<file path="config.mk">
export PLATFORM = sky130hd
export DESIGN_NAME = i2c_addr_transmitter_flat
export DESIGN_NICKNAME = d
export VERILOG_FILES = /design/src/rtl/i2c_pkg.sv /design/src/rtl/i2c_addr_transmitter_if.sv /design/src/rtl/i2c_addr_transmitter_checker.sv /design/src/rtl/i2c_quarter_tick.sv /design/src/rtl/i2c_addr_transmitter.sv /design/src/flat_wrapper.sv
export SDC_FILE = /design/constraint.sdc
export NUM_CORES = 1
export LEC_CHECK = 0
export ABC_AREA = 1
export CORE_ASPECT_RATIO = 1.4
export CORE_UTILIZATION = 45
export DETAILED_ROUTE_END_ITERATION = 10
export GPL_TIMING_DRIVEN = 0
export PLACE_DENSITY = 0.72
export SYNTH_ARGS = -nofsm -noshare
export SYNTH_HDL_FRONTEND = slang
export SYNTH_HIERARCHICAL = 1
export SYNTH_SLANG_ARGS = --single-unit
</file>
<file path="constraint.sdc">
create_clock -name FPGA_clk -period 1.9 [get_ports FPGA_clk]
set_input_delay 0.38 -clock FPGA_clk [delete_from_list [all_inputs] [get_ports FPGA_clk]]
set_output_delay 0.38 -clock FPGA_clk [all_outputs]
set_load 0.005 [all_outputs]
</file>
<file path="src/rtl/i2c_pkg.sv">
// Shared types and constants for the I2C address-probe transmitter.
package i2c_pkg;

  localparam int         I2C_ADDR_W       = 7;
  localparam logic       I2C_ACK          = 1'b0;
  localparam int         QUARTERS_PER_BIT = 4;
  localparam logic [1:0] Q_LAST           = 2'(QUARTERS_PER_BIT - 1);

  typedef enum logic [2:0] {
    IDLE  = 3'd0,
    START = 3'd1,
    ADDR  = 3'd2,
    ACK   = 3'd3,
    STOP  = 3'd4
  } i2c_tx_state_t;

  // A slave acknowledges by holding SDA at the ACK level during the ninth clock.
  function automatic logic ack_seen(input logic sda_sample);
    return sda_sample == I2C_ACK;
  endfunction

endpackage

</file>
<file path="src/rtl/i2c_addr_transmitter_if.sv">
// Request/response and SDA/SCL pad signals between a caller and the address transmitter.
interface i2c_addr_transmitter_if;
  import i2c_pkg::*;

  logic                  start;
  logic [I2C_ADDR_W-1:0] I2C_addr;
  logic                  rw;
  logic                  sda_in;
  logic                  scl_out;
  logic                  sda_oe;
  logic                  busy;
  logic                  done;
  logic                  acked;

  modport master (
    input  start, I2C_addr, rw, sda_in,
    output scl_out, sda_oe, busy, done, acked
  );

  modport slave (
    output start, I2C_addr, rw, sda_in,
    input  scl_out, sda_oe, busy, done, acked
  );

endinterface

</file>
<file path="src/rtl/i2c_addr_transmitter_checker.sv">
// Protocol invariants of the transmitter's bus outputs.
module i2c_addr_transmitter_checker
  import i2c_pkg::*;
(
  input logic          clk_i,
  input logic          rst_i,
  input i2c_tx_state_t state_i,
  input logic          scl_i,
  input logic          sda_oe_i,
  input logic          done_i
);

  logic data_phase_s;
  assign data_phase_s = (state_i != START) && (state_i != STOP);

  a_sda_stable_scl_high: assert property (@(posedge clk_i) disable iff (rst_i)
    (scl_i && $past(scl_i) && data_phase_s && ($past(state_i) != START) && ($past(state_i) != STOP))
      |-> $stable(sda_oe_i));

  a_done_one_cycle: assert property (@(posedge clk_i) disable iff (rst_i)
    done_i |=> !done_i);

endmodule

</file>
<file path="src/rtl/i2c_quarter_tick.sv">
// SCL quarter-period timer: divides the system clock by CLK_DIV and tracks the quarter within a bit.
module i2c_quarter_tick #(
  parameter int CLK_DIV = 25
) (
  input  logic       clk_i,
  input  logic       rst_i,
  input  logic       en_i,
  output logic       tick_o,
  output logic [1:0] qtr_o,
  output logic       first_o,
  output logic       pre_last_o
);

  localparam int CW = $clog2(CLK_DIV);
  localparam logic [CW-1:0] CNT_LAST = CW'(CLK_DIV - 1);
  localparam logic [CW-1:0] CNT_PRE  = CW'(CLK_DIV - 2);

  logic [CW-1:0] cnt_q;
  logic [1:0]    qtr_q;

  assign tick_o     = en_i && (cnt_q == CNT_LAST);
  assign first_o    = en_i && (cnt_q == {CW{1'b0}});
  assign pre_last_o = en_i && (cnt_q == CNT_PRE);
  assign qtr_o      = qtr_q;

  // Counter held at zero while idle so a new transaction starts on a quarter boundary.
  always_ff @(posedge clk_i or posedge rst_i) begin
    if (rst_i) begin
      cnt_q <= {CW{1'b0}};
      qtr_q <= 2'd0;
    end else if (!en_i) begin
      cnt_q <= {CW{1'b0}};
      qtr_q <= 2'd0;
    end else if (cnt_q == CNT_LAST) begin
      cnt_q <= {CW{1'b0}};
      qtr_q <= qtr_q + 2'd1;
    end else begin
      cnt_q <= cnt_q + CW'(1);
    end
  end

endmodule

</file>
<file path="src/rtl/i2c_addr_transmitter.sv">
// I2C master address probe: START, 7-bit address + R/W, ACK sample, STOP.
module i2c_addr_transmitter
  import i2c_pkg::*;
#(
  parameter int CLK_DIV = 25
) (
  input  logic                   FPGA_clk,
  input  logic                   rst,
  i2c_addr_transmitter_if.master bus
);

  i2c_tx_state_t state_q;
  logic [7:0]    shift_q;
  logic [2:0]    bit_q;
  logic [1:0]    sync_q;
  logic          scl_q;
  logic          sda_oe_q;
  logic          busy_q;
  logic          done_q;
  logic          acked_q;

  logic          tick_s;
  logic [1:0]    qtr_s;
  logic          first_s;
  logic          pre_last_s;

  i2c_quarter_tick #(.CLK_DIV(CLK_DIV)) u_tick (
    .clk_i      (FPGA_clk),
    .rst_i      (rst),
    .en_i       (busy_q),
    .tick_o     (tick_s),
    .qtr_o      (qtr_s),
    .first_o    (first_s),
    .pre_last_o (pre_last_s)
  );

  // Two-flop synchroniser for the asynchronous SDA pad.
  always_ff @(posedge FPGA_clk or posedge rst) begin
    if (rst) begin
      sync_q <= 2'b11;
    end else begin
      sync_q <= {sync_q[0], bus.sda_in};
    end
  end

  // Sequencer: on each quarter tick the outputs are loaded for the quarter that begins next.
  always_ff @(posedge FPGA_clk or posedge rst) begin
    if (rst) begin
      state_q  <= IDLE;
      shift_q  <= 8'h00;
      bit_q    <= 3'd0;
      scl_q    <= 1'b1;
      sda_oe_q <= 1'b0;
      busy_q   <= 1'b0;
      done_q   <= 1'b0;
      acked_q  <= 1'b0;
    end else begin
      done_q <= 1'b0;
      case (state_q)
        IDLE: begin
          if (bus.start) begin
            state_q  <= START;
            busy_q   <= 1'b1;
            shift_q  <= {bus.I2C_addr, bus.rw};
            bit_q    <= 3'd7;
            scl_q    <= 1'b1;
            sda_oe_q <= 1'b0;
          end
        end
        START: begin
          if (tick_s) begin
            if (qtr_s == Q_LAST) begin
              state_q  <= ADDR;
              scl_q    <= 1'b0;
              sda_oe_q <= ~shift_q[7];
            end else if (qtr_s == 2'd1) begin
              sda_oe_q <= 1'b1;
            end
          end
        end
        ADDR: begin
          if (tick_s) begin
            if (qtr_s == 2'd1) begin
              scl_q <= 1'b1;
            end else if (qtr_s == Q_LAST) begin
              scl_q <= 1'b0;
              if (bit_q == 3'd0) begin
                state_q  <= ACK;
                sda_oe_q <= 1'b0;
              end else begin
                bit_q    <= bit_q - 3'd1;
                shift_q  <= {shift_q[6:0], 1'b0};
                sda_oe_q <= ~shift_q[6];
              end
            end
          end
        end
        ACK: begin
          if (first_s && (qtr_s == Q_LAST)) begin
            acked_q <= ack_seen(sync_q[1]);
          end
          if (tick_s) begin
            if (qtr_s == 2'd1) begin
              scl_q <= 1'b1;
            end else if (qtr_s == Q_LAST) begin
              state_q  <= STOP;
              scl_q    <= 1'b0;
              sda_oe_q <= 1'b1;
            end
          end
        end
        STOP: begin
          // done lands on the final cycle of the STOP slot, one cycle before busy drops.
          if (pre_last_s && (qtr_s == Q_LAST)) begin
            done_q <= 1'b1;
          end
          if (tick_s) begin
            if (qtr_s == 2'd1) begin
              scl_q <= 1'b1;
            end else if (qtr_s == 2'd2) begin
              sda_oe_q <= 1'b0;
            end else if (qtr_s == Q_LAST) begin
              state_q  <= IDLE;
              busy_q   <= 1'b0;
              scl_q    <= 1'b1;
              sda_oe_q <= 1'b0;
            end
          end
        end
        default: begin
          state_q  <= IDLE;
          busy_q   <= 1'b0;
          scl_q    <= 1'b1;
          sda_oe_q <= 1'b0;
        end
      endcase
    end
  end

  assign bus.scl_out = scl_q;
  assign bus.sda_oe  = sda_oe_q;
  assign bus.busy    = busy_q;
  assign bus.done    = done_q;
  assign bus.acked   = acked_q;

  i2c_addr_transmitter_checker u_chk (
    .clk_i    (FPGA_clk),
    .rst_i    (rst),
    .state_i  (state_q),
    .scl_i    (scl_q),
    .sda_oe_i (sda_oe_q),
    .done_i   (done_q)
  );

endmodule

</file>
<file path="src/flat_wrapper.sv">
// flat-port wrapper written by rule: the top's interface ports become plain ports
module i2c_addr_transmitter_flat import i2c_pkg::*;
#(
  parameter int CLK_DIV = 25
)
  (FPGA_clk, rst, bus_start, bus_I2C_addr, bus_rw, bus_sda_in, bus_scl_out, bus_sda_oe, bus_busy, bus_done, bus_acked);
  i2c_addr_transmitter_if bus_i ();
  input  logic FPGA_clk;
  input  logic rst;
  input wire logic [$bits(bus_i.start)-1:0] bus_start;
  input wire logic [$bits(bus_i.I2C_addr)-1:0] bus_I2C_addr;
  input wire logic [$bits(bus_i.rw)-1:0] bus_rw;
  input wire logic [$bits(bus_i.sda_in)-1:0] bus_sda_in;
  output wire logic [$bits(bus_i.scl_out)-1:0] bus_scl_out;
  output wire logic [$bits(bus_i.sda_oe)-1:0] bus_sda_oe;
  output wire logic [$bits(bus_i.busy)-1:0] bus_busy;
  output wire logic [$bits(bus_i.done)-1:0] bus_done;
  output wire logic [$bits(bus_i.acked)-1:0] bus_acked;
  assign bus_i.start = bus_start;
  assign bus_i.I2C_addr = bus_I2C_addr;
  assign bus_i.rw = bus_rw;
  assign bus_i.sda_in = bus_sda_in;
  assign bus_scl_out = bus_i.scl_out;
  assign bus_sda_oe = bus_i.sda_oe;
  assign bus_busy = bus_i.busy;
  assign bus_done = bus_i.done;
  assign bus_acked = bus_i.acked;
  i2c_addr_transmitter #(.CLK_DIV(CLK_DIV)) u_core (.FPGA_clk(FPGA_clk), .rst(rst), .bus(bus_i));
endmodule
</file>
==> run_results.csv <==
group,metric,value,unit
synth,synth_area,0.00173,mm^2
run,max_cap_violations,0,
synth,post_synth.cell_area_avg,7.89,um^2
grt,grt_max_degree,22,
grt,grt_remaining_overflow,0,
synth,synth_simple_gate_area_frac,0.329,
routing,drc,0,
power,p_sw_frac,0.449,
placed_design,io_buffers,16,
setup_path,timing.critical_path.max_delay_family,"simple AND/OR/NAND/NOR gates",
synth,synth_edf_count,0,
clocking,cts.clk_slew.worst_paths,100,ps
grt,antenna_found_initial,0,
synth,ys_dominant_reg_cell,"dfrtp_1",
clocking,clockRootBuffer,"clkbuf_8",
synth,synth-warning-count,6,
layout,final-instance-count-excl-fill,285,
routing,avgRoutedWirePerCell,11.8,um
setup_path,worst-endpoint-required,2110,ps
layout,syn2layout_area_growth,21.4,%
timing,slew_headroom,0.459,
floorplan,die_outline_area,0.00410,mm^2
setup_path,worstPathMaxFanout,5,
synth,yosysSeqAreaShare,0.408,
routing,post_detailed_route_via_to_cell_ratio,5.02,
clocking,cts_made_buffers,3,
synth,synth.area.top_cells,"dfrtp_1 (36%), nand2_1 (11%), inv_1 (6.7%)",
synth,postSynthCellCount,219,
power,comb_power_share,0.632,
timing,post-route-min-period,1820,ps
layout,layout.nets,260,
synth,synth-seq-cells,28,
synth,post_synth_mux_area_share,0,
synth,synth_top_family_by_area,"simple AND/OR/NAND/NOR gates",
timing,fmax,550,MHz
timing,finClkSkew,7.00,ps
placed_design,detailedPlacementHpwl,2340,um
power,power.share.clock,0.103,
grt,first_global_vias,1335,
synth,yosys.area.top_type,"dfrtp_1",
layout,share_of_final_layout_standard_cells_stronger_than_drive_strength_1,0.263,
floorplan,design.portCount,17,
synth,synth.most_common_cell,"nand2_1",
setup_path,endpoint_kind,"flip-flop",
timing,layout_worst_path_cycle_share,0.956,
setup_path,crit_type,"reg -> reg",
floorplan,chipHeight,75.3,um
setup_path,critPathMaxStageDelay,430,ps
floorplan,floorplan.die.width,54.4,um
synth,post-synth-top-area-fraction,0.362,
placed_design,gp_congestion,0.857,
setup_path,cp_cell_sequence,"inv_1 > ha_4 > inv_2 > nor2_4 > nand2_4 > nor2_4 > inv_2 > nand3_2 > nand3_2 > nor2_4 > clkbuf_16 > nand2_2 > o21ai_2",
power,reported_leakage_power,1.04,nW
clocking,clk-insertion-delay-late,270,ps
floorplan,initial_cell_density_of_the_core,0.470,
synth,synth-async-reset-ratio,1.00,
power,p_int,1.97,mW
clocking,ctsHtreeMaxLevel,1,
layout,fillCellCount,334,
setup_path,critPathMostFrequentCell,"nor2_4",
setup_path,cpMaxStageDelayCell,"dfrtp_1",
setup_path,ff_to_ff_setup_slack,80,ps
floorplan,num_rows,26,
power,highest_ir_drop_seen_on_vdd,1.13,mV
synth,yosysUniqueCellTypes,24,
timing,slew_violations,0,
setup_path,critPathLaunchType,"flip-flop",
layout,antenna_cells_inserted,0,
routing,detail_route.first_pass.iterations,7,
routing,antenna_left,0,
grt,track_usage,0.180,
clocking,cts_num_sinks,28,
grt,first_pass_grt_wire_length,5410,um
synth,synth-compound-area-share,0.113,
timing,tightestPinTransition,810,ps
placed_design,post_dp_cell_area,0.00194,mm^2
power,p_sw,1.60,mW
synth,synth_top_cells_by_count,"nand2_1 (49), inv_1 (31), dfrtp_1 (25), nand3_1 (23), o21ai_0 (16)",
setup_path,worst-endpoint-arrival,2020,ps
routing,via_count,1430,
synth,mappedNetlistNets,235,
routing,finalWirelength,3360,um
routing,starting_drt_drc_count,33,
outcome,result_of_the_run,"complete, no violations",
timing,setup_violations,0,
power,cellPowerDensity,1700,mW/mm^2
clocking,clock_tree_from_tritoncts,"built",
floorplan,core,0.00368,mm^2
worst_hold_path,worst_hold_path_type,"in -> async",
layout,post-route-cell-area,0.00210,mm^2
power,seqPwrFrac,0.265,
synth,yosys.area_share.adder,0.0290,
placed_design,dp.cells,277,
clocking,max-clock-path-buffers,2,
setup_path,critPathBufInv,4,
timing,hold_viol_final,0,
synth,synthesized_area_fraction_occupied_by_xor_and_xnor_cells,0.0101,
-- metal layers --
metal  track usage  vias up  wire, um
met5             0        -         0
met4        0.0826        0        34
met3        0.0240        4        69
met2         0.317       30      1760
met1         0.211      661      1490
li1              -      735         -
-- final timing paths --
kind	end	cells after the start	startpoint
max	u_core/shift_q[1]	13	u_core/u_tick/cnt_q[0]
min	u_core/u_tick/qtr_o[1]	2	rst
max reg2reg	u_core/shift_q[1]	13	u_core/u_tick/cnt_q[0]
min reg2reg	u_core/sync_q[1]	0	u_core/sync_q[0]
max in group asynchronous	u_core/bus.acked	2	rst
min in group FPGA_clk	u_core/sync_q[1]	0	u_core/sync_q[0]
-- timing repair --
action | CTS | global route
hold endpoints to repair | 0 | 0
setup endpoints to repair | 0 | 16
buffers inserted | 0 | 3
hold buffers | 0 | 0
gates resized for setup | 0 | 15
-- registers in the layout, summed over array words and instances (netlist names) --
name / cells
u_core/bus.acked: 1
u_core/bus.sda_oe: 1
u_core/shift_q: 8
u_core/bus.scl_out: 1
u_core/sync_q: 2
u_core/u_tick/qtr_o: 2
u_core/state_q: 3
u_core/bus.busy: 1
u_core/bus.done: 1
u_core/u_tick/cnt_q: 5
u_core/bit_q: 3
-- cell type report --
cell class                      count  area (um^2)  share of cell area
Timing Repair Buffer               20          208              0.0990
Tap cell                           42         52.6              0.0250
Clock buffer                        4         55.1              0.0262
Sequential cell                    28          704               0.336
Inverter                           33          124              0.0590
Buffer                              7         81.3              0.0388
Multi-Input combinational cell    151          873               0.416
-- logic make-up after synthesis --
group           count (synthesis)
simple gates                  115
buf+inv                        40
compound gates                 30
flops                          28
fa+ha+maj                       4
xor+xnor                        2
-- cells in the final DEF (no fill, tap or decap), types with 3 or more instances in the layout --
master / synthesis / layout
nand2_4: 3 / 3
o21ai_1: 2 / 3
clkbuf_8: 0 / 4
inv_2: 2 / 4
buf_6: 5 / 3
nand3_2: 1 / 4
nor2_4: 3 / 5
nand3_1: 23 / 20
clkdlybuf4s50_1: 0 / 16
ha_1: 4 / 3
nand4_1: 3 / 3
nand2_2: 13 / 13
buf_4: 1 / 4
dfstp_2: 3 / 3
inv_1: 31 / 29
o21ai_2: 12 / 12
nor2_2: 3 / 3
nand2_1: 49 / 49
nor2_1: 15 / 13
dfrtp_1: 25 / 25
o21ai_0: 16 / 15
-- power groups by stage --
stage	Clock, mW	Combinational (mW)	Sequential (mW)
after global placement	0	1.95	0.954
after detailed placement	0	1.98	0.962
after CTS	0.386	1.99	0.951
after global routing	0.404	2.52	0.968
after floorplan	0	1.62	0.937
final	0.368	2.25	0.944
-- metrics by stage --
step / setup TNS (ps) / setup slack, ps / power (mW) / utilization / hold WS, ps
2_1_floorplan: 0 / 236 / 2.56 / - / 183
3_3_place_gp: 0 / 90.1 / 2.90 / 0.528 / 346
3_5_place_dp: 0 / 54.6 / 2.94 / 0.528 / 351
4_1_cts: 0 / 26.3 / 3.33 / 0.543 / 366
5_1_grt: -105 / -24.6 / 3.89 / 0.571 / 370
6_report: 0 / 82.8 / 3.57 / 0.571 / 362
Note: power is estimated with default switching activity, not from simulation.
